--- config.mk ---
export PLATFORM = sky130hd
export DESIGN_NAME = ones_pattern_gen
export DESIGN_NICKNAME = d
export VERILOG_FILES = /design/src/rtl/ones_pattern_gen_pkg.sv /design/src/rtl/ones_pattern_gen_tzc.sv /design/src/rtl/ones_pattern_gen.sv
export SDC_FILE = /design/constraint.sdc
export NUM_CORES = 1
export LEC_CHECK = 0
export CORE_MARGIN = 5
export CORE_UTILIZATION = 45
export CTS_BUF_LIST = sky130_fd_sc_hd__clkbuf_16
export DETAILED_ROUTE_END_ITERATION = 7
export PLACE_DENSITY = 0.64
export SYNTH_ARGS = -nofsm -noshare
export SYNTH_HDL_FRONTEND = slang
export SYNTH_HIERARCHICAL = 1
export SYNTH_SLANG_ARGS = --single-unit
--- constraint.sdc ---
create_clock -name clk -period 6.4 [get_ports clk]
set_clock_uncertainty 0.05 [all_clocks]
set_input_delay 1.28 -clock clk [delete_from_list [all_inputs] [get_ports clk]]
set_output_delay 1.28 -clock clk [all_outputs]
set_load 0.005 [all_outputs]
--- src/rtl/ones_pattern_gen_pkg.sv ---
// ones_pattern_gen_pkg
// Shared definitions for the ones-pattern generator and its helpers:
//   - state_t     : FSM encoding (IDLE=0, EMIT=1, DONE=2), the same codes used
//                   across the ones_count family
//   - count_width : width of a ones/zeros count for a vector of 'width' bits,
//                   less one (a count is count_width(width)+1 bits wide)
package ones_pattern_gen_pkg;

  typedef enum logic [1:0] {
    IDLE = 2'd0,
    EMIT = 2'd1,
    DONE = 2'd2
  } state_t;

  function automatic int count_width(input int width);
    return $clog2(width);
  endfunction

endpackage

--- src/rtl/ones_pattern_gen_tzc.sv ---
// trailing_zero_count
// Purely combinational count of the trailing zero bits of in_vec.
// An all-zero input reports inCount.
// Ports:
//   in_vec  in   [inCount-1:0]  vector to scan
//   count   out  [outCount:0]   number of zeros below the lowest set bit
module trailing_zero_count
  import ones_pattern_gen_pkg::*;
#(
  parameter int inCount  = 32,
  parameter int outCount = count_width(inCount)
) (
  input  logic [inCount-1:0] in_vec,
  output logic [outCount:0]  count
);

  // Scan from the MSB down so the lowest set bit is the one that sticks.
  // NOTE: count is given its value before the loop so no path leaves it
  // unassigned; otherwise synthesis would infer a latch.
  always_comb begin
    count = (outCount + 1)'(inCount);
    for (int i = inCount - 1; i >= 0; i--) begin
      if (in_vec[i]) count = (outCount + 1)'(i);
    end
  end

endmodule

--- src/rtl/ones_pattern_gen.sv ---
// ones_pattern_gen
// Enumerates, in ascending numeric order, every inCount-bit vector that has
// exactly k ones, one vector per valid/ready handshake. Successors come from
// Gosper's hack computed in a single cycle.
// Ports:
//   clk        in   rising-edge clock
//   rst        in   synchronous active-high reset
//   start      in   request a new sequence (sampled in IDLE only)
//   k          in   [outCount:0] target number of ones, captured at start
//   vec        out  [inCount-1:0] current pattern
//   vec_valid  out  vec holds a valid pattern
//   vec_ready  in   consumer accepts vec this cycle
//   last       out  vec is the final pattern (k MSBs set)
//   busy       out  high while emitting
//   done       out  one-cycle pulse after the final pattern is accepted
//   err        out  one-cycle pulse when start arrives with k > inCount
module ones_pattern_gen
  import ones_pattern_gen_pkg::*;
#(
  parameter int inCount  = 32,
  parameter int outCount = count_width(inCount)
) (
  input  logic                clk,
  input  logic                rst,
  input  logic                start,
  input  logic [outCount:0]   k,
  output logic [inCount-1:0]  vec,
  output logic                vec_valid,
  input  logic                vec_ready,
  output logic                last,
  output logic                busy,
  output logic                done,
  output logic                err
);

  localparam logic [inCount-1:0] ALL_ONES = '1;
  localparam logic [outCount:0]  K_MAX    = (outCount + 1)'(inCount);

  state_t               state, state_next;
  logic [inCount-1:0]   vec_next;
  logic [outCount:0]    k_reg;
  logic                 load_k;
  logic                 err_next;
  logic                 is_last;

  // Gosper datapath
  logic [inCount-1:0]   low_bit;
  logic [inCount-1:0]   ripple;
  logic [inCount-1:0]   gosper_next;
  logic [outCount:0]    low_bit_pos;
  logic [outCount:0]    last_shift;

  trailing_zero_count #(
    .inCount (inCount),
    .outCount(outCount)
  ) u_tzc (
    .in_vec(low_bit),
    .count (low_bit_pos)
  );

  assign low_bit     = vec & (-vec);
  assign ripple      = vec + low_bit;  // carry out of the MSB is dropped
  assign gosper_next = (((ripple ^ vec) >> 2) >> low_bit_pos) | ripple;

  // Final pattern has the k MSBs set. A shift by inCount (k=0) yields zero,
  // which is exactly the single all-zeros pattern.
  assign last_shift = K_MAX - k_reg;
  assign is_last    = (vec == (ALL_ONES << last_shift));

  always_comb begin
    state_next = state;
    vec_next   = vec;
    load_k     = 1'b0;
    err_next   = 1'b0;
    case (state)
      IDLE: begin
        if (start) begin
          if (k > K_MAX) begin
            err_next = 1'b1;
          end else begin
            state_next = EMIT;
            load_k     = 1'b1;
            vec_next   = ~(ALL_ONES << k);  // k LSBs set; k=inCount gives all ones
          end
        end
      end
      EMIT: begin
        if (vec_ready) begin
          if (is_last) state_next = DONE;
          else         vec_next   = gosper_next;
        end
      end
      DONE:    state_next = IDLE;
      default: state_next = IDLE;
    endcase
  end

  // NOTE: all state here is updated with non-blocking assignments so every
  // register samples the pre-edge values computed by the combinational block.
  // vec is cleared on reset so a consumer never sees a stale pattern after rst.
  always_ff @(posedge clk) begin
    if (rst) begin
      state <= IDLE;
      vec   <= '0;
      k_reg <= '0;
      err   <= 1'b0;
    end else begin
      state <= state_next;
      vec   <= vec_next;
      err   <= err_next;
      if (load_k) k_reg <= k;
    end
  end

  assign vec_valid = (state == EMIT);
  assign busy      = (state == EMIT);
  assign done      = (state == DONE);
  assign last      = vec_valid && is_last;

endmodule

==> results of run 1 <==
## routing by layer
| metal | vias up | GRT usage (%) | wire [um] |
|---|---|---|---|
| met4 | 0 | 19.6 | 2820 |
| met3 | 224 | 11.2 | 7130 |
| met1 | 5518 | 57.5 | 18500 |
| li1 | 5176 | - | - |
| met2 | 1118 | 57.4 | 18600 |
| met5 | - | 0 | 0 |
## placed cells by master (no fill, tap or decap), drive strengths merged, types with 8 or more instances in the layout
| cell | n |
|---|---|
| nor2 | 148 |
| nand2 | 140 |
| a21oi | 96 |
| buf | 83 |
| o21ai | 77 |
| nor3 | 65 |
| nand3 | 56 |
| clkdlybuf4s50 | 46 |
| inv | 44 |
| nor4 | 42 |
| dfxtp | 41 |
| nand4 | 31 |
| a31oi | 29 |
| a211oi | 29 |
| o211ai | 29 |
| and3 | 22 |
| nand2b | 20 |
| mux2i | 18 |
| o31ai | 18 |
| xnor2 | 16 |
| a21o | 15 |
| and2 | 13 |
| xor2 | 13 |
| a32o | 12 |
| a311oi | 12 |
| or4 | 12 |
| or3 | 11 |
| nor2b | 11 |
| a32oi | 10 |
| o2111ai | 10 |
| o22ai | 9 |
| a21boi | 8 |
| a22oi | 8 |
| o311ai | 8 |
| a2111oi | 8 |
| nor4b | 8 |
## layout make-up
type,instances,area [um2]
Clock buffer,5,125
Clock inverter,1,5.00
Fill cell,1980,9070
Inverter,48,180
Multi-Input combinational cell,1129,7120
Sequential cell,41,821
Tap cell,234,293
Timing Repair Buffer,129,1080
## tightest hold or removal path, cell delays in order, from the launching register on
cell and delay (ns):
dfxtp_1 0.38, mux2i_1 0.16, nor2_1 0.05
## path summary, 6_finish.rpt
check,from,end,depth (start not counted)
min,k_reg[1],k_reg[1],2
max reg2reg,vec[4],vec[4],17
min reg2reg,k_reg[1],k_reg[1],2
max,vec[4],vec[4],17
## power groups by stage
| stage | clock network, mW | logic, mW | registers [mW] |
|---|---|---|---|
| after CTS | 0.262 | 2.11 | 0.333 |
| after detailed placement | 0 | 2.10 | 0.339 |
| after global placement | 0 | 2.12 | 0.338 |
| after global routing | 0.272 | 2.31 | 0.339 |
| final | 0.261 | 2.24 | 0.339 |
| after floorplan | 0 | 1.33 | 0.326 |
## kinds of logic after synthesis
group	share of synthesized area (%)
and+or+nand+nor	37.0
AOI/OAI and AO/OA	37.8
buffers and inverters	7.65
DFF	9.59
xor gates and xnor gates	2.97
muxes	4.47
adders and majority gates	0.585
## metrics by stage
| stage | area (um2) | std cells | utilization, % |
|---|---|---|---|
| 2_1_floorplan | 8560 | 1329 | - |
| 3_3_place_gp | 9500 | 1581 | 50.8 |
| 3_5_place_dp | 9500 | 1581 | 50.8 |
| 4_1_cts | 9630 | 1587 | 51.5 |
| 5_1_grt | 9630 | 1587 | 51.5 |
| 6_report | 9630 | 1587 | 51.5 |
## Yosys cell counts, drive strengths merged (9+ instances only)
cell,n
nor4,42
dfxtp,41
o21ai,77
and2,13
a21oi,96
or3,11
nand2b,20
clkbuf,84
o211ai,29
or4,12
inv,44
a31oi,29
and3,22
o22ai,9
a32oi,10
a211oi,29
xor2,13
a311oi,12
o31ai,18
xnor2,16
a21o,15
nand2,140
a32o,12
mux2i,18
o2111ai,10
nand3,56
nand4,31
buf,27
nor3,65
nor2b,11
nor2,148
==> impl_metrics.ini, run 1 <==
[sta]
worstMarginPinSlew_ns = 1.30
maxSlewHeadroom_pct = 12.9
rsz0062_at_grt = false
hold_ws_ns = 0.588
fin_crit_ns = 6.10
finalCritPeriodShare_pct = 95.3
slew_viol_final = 0
setup_viol = 0
hold_violations = 0
tns_ns = 0
finalWorstSetupSlack_ns = 0.299
fmax_ghz = 0.164

[floorplan]
core_area_um2 = 18700
die_h_um = 148
die_x_um = 148
num_rows = 50
initial_core_util_pct = 45.7
die_area_um2 = 21900
ios = 47

[worst_setup_path]
end_kind = flip-flop
worst_path_max_delay_cell = o31ai_1
critPathArrivalTime_ns = 6.22
slowest_delay_ns = 0.57
startpoint_type = flip-flop
criticalPathCategory = flip-flop to flip-flop
cpLargestDelayFamily = simple AND/OR/NAND/NOR gates
cp_cell_sequence = nor3_2 -> nand3_2 -> nor4b_4 -> and3_1 -> nor2b_1 -> nor3_1 -> o31ai_1 -> o2111ai_1 -> a221oi_4 -> buf_4 -> a311o_1 -> nand2_1 -> mux4_2 -> a21oi_1 -> o311ai_0 -> nand3_1 -> nand3_1
timing.critical_path.buf_inv = 1
crit_fanout = 32
worstPathRequired_ns = 6.52
crit_top_cell = nand3_1
r2r_slack_ns = 0.30

[placed_design]
dp_hpwl_um = 36400
port_buffers = 46
post-place-ws_ns = 0.694
gp_congestion = 1.11

[logic_synthesis]
synth_edf_count = 0
synth_seq_cells = 41
ys_dominant_reg_cell = dfxtp_1
async_flop_share_pct = 0
yosysSeqAreaShare_pct = 9.59
syn-cell-area_um2 = 8560
ys_top_cells_by_area = dfxtp_1 9.6%, nor2_1 6.4%, nand2_1 6.1%
avgSynthCellArea_um2 = 6.44
yosysWarnings = 6
syn_inst = 1329
synth_fp_nets = 1343
synth_largest_area_cell = dfxtp_1
synth.top_cell.area_share_pct = 9.59
synth_cell_types = 100

[layout]
antennaDiodeCount = 0
area_growth_pct = 12.6
largest_reg_flops = 32
drive_gt1_share_pct = 10.9
final_nets = 1368

[grt]
grt_max_degree = 38
overflow = 0
grtUsageTotal_pct = 40.9
grt_pass1_vias = 10644
antenna_found_initial = 0
grt_first_pass_wirelength_um = 69100

[run_status]
status = finished clean

[detailed_routing]
vias = 12036
drtIter0Drc = 2275
wl_per_cell_um = 29.7
via_per_inst = 7.58
drc = 0
first_pass_iters = 6
wl_um = 47100
ant_nets = 0

[flow_run]
cap_violations = 0

[clock_network]
clkSinkCount = 41
htreeDepth = 2
clkTransAtPathRegs_ns = 0.07
clock-root-buffer = clkbuf_16
cts_setup_buffers = 0
cts-buffers-inserted = 5
postCtsHoldBufs = 0
clock_latency_ns = 0.30
cts_resized = 0
clk_path_buf_depth = 2
cts_tree = yes

[pwr]
seqPwrFrac_pct = 11.9
combPwrFrac_pct = 78.9
p_sw_share_pct = 59.9
ir_drop_v = 0.000203
p_total_mw = 2.84
intPower_mw = 1.14
p_sw_mw = 1.70
clkPwrFrac_pct = 9.2
leakagePower_nw = 3.41
power_density_nw_per_um2 = 295

[min_path]
min_path_type = flip-flop to flip-flop
Note: power is estimated with default switching activity, not from simulation.
==> inputs of run 2 (changes only) <==
--- a/config.mk
+++ b/config.mk
@@ -5,6 +5,7 @@
 export SDC_FILE = /design/constraint.sdc
 export NUM_CORES = 1
 export LEC_CHECK = 0
+export ABC_CLOCK_PERIOD_IN_PS = 6400
 export CORE_MARGIN = 5
 export CORE_UTILIZATION = 45
 export CTS_BUF_LIST = sky130_fd_sc_hd__clkbuf_16
==> results of run 2 <==
No change in the layout: final DEF, timing and power equal those of run 1.
==> inputs of run 3 (changes only) <==
--- a/config.mk
+++ b/config.mk
@@ -6,11 +6,13 @@
 export NUM_CORES = 1
 export LEC_CHECK = 0
 export ABC_CLOCK_PERIOD_IN_PS = 6400
+export CELL_PAD_IN_SITES_DETAIL_PLACEMENT = 1
+export CELL_PAD_IN_SITES_GLOBAL_PLACEMENT = 2
 export CORE_MARGIN = 5
-export CORE_UTILIZATION = 45
+export CORE_UTILIZATION = 35
 export CTS_BUF_LIST = sky130_fd_sc_hd__clkbuf_16
 export DETAILED_ROUTE_END_ITERATION = 7
-export PLACE_DENSITY = 0.64
+export PLACE_DENSITY = 0.85
 export SYNTH_ARGS = -nofsm -noshare
 export SYNTH_HDL_FRONTEND = slang
 export SYNTH_HIERARCHICAL = 1
==> impl_metrics.ini, run 3 (same netlist as run 1, synthesis figures left out) <==
[sta]
fin_crit_ns = 6.21
hold_violations = 0
slew_viol_final = 0
worstMarginPinSlew_ns = 1.22
tns_ns = 0
hold_ws_ns = 0.580
finalCritPeriodShare_pct = 97.0
maxSlewHeadroom_pct = 17.7
setup_viol = 0
rsz0062_at_grt = false
fmax_ghz = 0.161

[clock_network]
clk_path_buf_depth = 2
postCtsHoldBufs = 0
clock_latency_ns = 0.30
clkSinkCount = 41
clock-root-buffer = clkbuf_16
htreeDepth = 2
cts_resized = 0
clkTransAtPathRegs_ns = 0.07
cts_setup_buffers = 0
cts-buffers-inserted = 5
cts_tree = yes

[floorplan]
die_x_um = 166
die_area_um2 = 27700
core_area_um2 = 24200
initial_core_util_pct = 35.4
die_h_um = 166
num_rows = 57
ios = 47

[layout]
drive_gt1_share_pct = 10.0
final_nets = 1354
largest_reg_flops = 32
final_cell_mix = 145 x nor2_1, 138 x nand2_1, 94 x a21oi_1
final_common_cell = nor2_1
antennaDiodeCount = 0
area_growth_pct = 12.9

[placed_design]
dp_hpwl_um = 38900
port_buffers = 46
gp_congestion = 1.07

[pwr]
clkPwrFrac_pct = 9.0
leakagePower_nw = 3.35
p_sw_share_pct = 60.4
intPower_mw = 1.12
p_sw_mw = 1.71
combPwrFrac_pct = 78.4
p_total_mw = 2.82
seqPwrFrac_pct = 12.6
power_density_nw_per_um2 = 292
ir_drop_v = 0.000131

[min_path]
min_path_type = flip-flop to flip-flop

[detailed_routing]
drtIter0Drc = 1594
first_pass_iters = 5
via_per_inst = 7.21
vias = 11988
wl_per_cell_um = 30.1
wl_um = 50100
drc = 0
ant_nets = 0

[grt]
antenna_found_initial = 0
gr-usage-met3_pct = 7.95
grtUsageMet1_pct = 47.8
grt_first_pass_wirelength_um = 74000
use_met2_pct = 49.1
grtUsageTotal_pct = 34.2
grt_pass1_vias = 11356
top_usage_layer = met2
overflow = 0
grt_max_degree = 50

[worst_setup_path]
end_kind = flip-flop
crit_fanout = 49
startpoint_type = flip-flop
worstPathRequired_ns = 6.53
cp_cell_sequence = nor3_1 -> nand4_1 -> nor3_2 -> nand2_1 -> nor3_1 -> and3_1 -> nor3b_1 -> nor3_1 -> o31ai_1 -> o2111ai_1 -> a221oi_4 -> buf_4 -> nand4_1 -> o211ai_1 -> a21oi_1 -> a311o_1 -> a221oi_1 -> a21oi_1 -> nand3_1 -> o32ai_1
slowest_delay_ns = 0.58
cpLargestDelayFamily = compound AO/OA/AOI/OAI gates
timing.critical_path.buf_inv = 1
criticalPathCategory = flip-flop to flip-flop
critPathArrivalTime_ns = 6.33
worst_path_max_delay_cell = o31ai_1
crit_top_cell = nor3_1

[flow_run]
cap_violations = 0

[run_status]
status = finished clean
[run 3: cell types whose count changed in the layout (fill, tap and decap cells not counted)]
cell / before / now
nor4_2: 4 / 5
buf_12: 0 / 1
buf_4: 83 / 68
nor4_1: 36 / 35
[run 3: area by class of cell]
cell class | count | area (um2)
Clock buffer | 5 | 125
Timing Repair Buffer | 115 | 991
Tap cell | 324 | 405
Fill cell | 3135 | 14500
Clock inverter | 1 | 5.00
Inverter | 48 | 180
Sequential cell | 41 | 821
Multi-Input combinational cell | 1129 | 7130
[run 3: routing by layer]
metal	part of all wire, %	vias to the layer above
met5	0	-
met1	41	5852
met2	41	825
met3	12	177
met4	5.9	0
li1	-	5134
[run 3: final timing paths]
check | startpoint | endpoint | slack [ns] | depth (start not counted)
worst max register to register | vec[20] | vec[1] | 0.19 | 20
worst min register to register | vec[31] | vec[31] | 0.58 | 2
worst max-delay path | vec[20] | vec[1] | 0.19 | 20
worst min-delay path | vec[31] | vec[31] | 0.58 | 2
[run 3: tightest hold or removal path: stages (launching register included)]
cell,delay (ns)
dfxtp_1,0.36
inv_1,0.13
a211oi_1,0.08
[run 3: power groups by stage]
stage	Sequential (mW)	Combinational [mW]	Clock, mW
finish	0.355	2.21	0.255
global route	0.355	2.30	0.261
CTS	0.349	2.12	0.256
detailed placement	0.355	2.11	0
global placement	0.355	2.11	0
floorplan	0.326	1.33	0
[run 3: stage by stage]
step                instance area (um2)  util, %  cells  worst slack (ns)
floorplan                          8560        -   1329              1.60
global placement                   9530     39.4   1657             0.609
detailed placement                 9530     39.4   1657             0.518
CTS                                9660     39.9   1663             0.490
global route                       9660     39.9   1663           0.00525
finish                             9660     39.9   1663             0.194
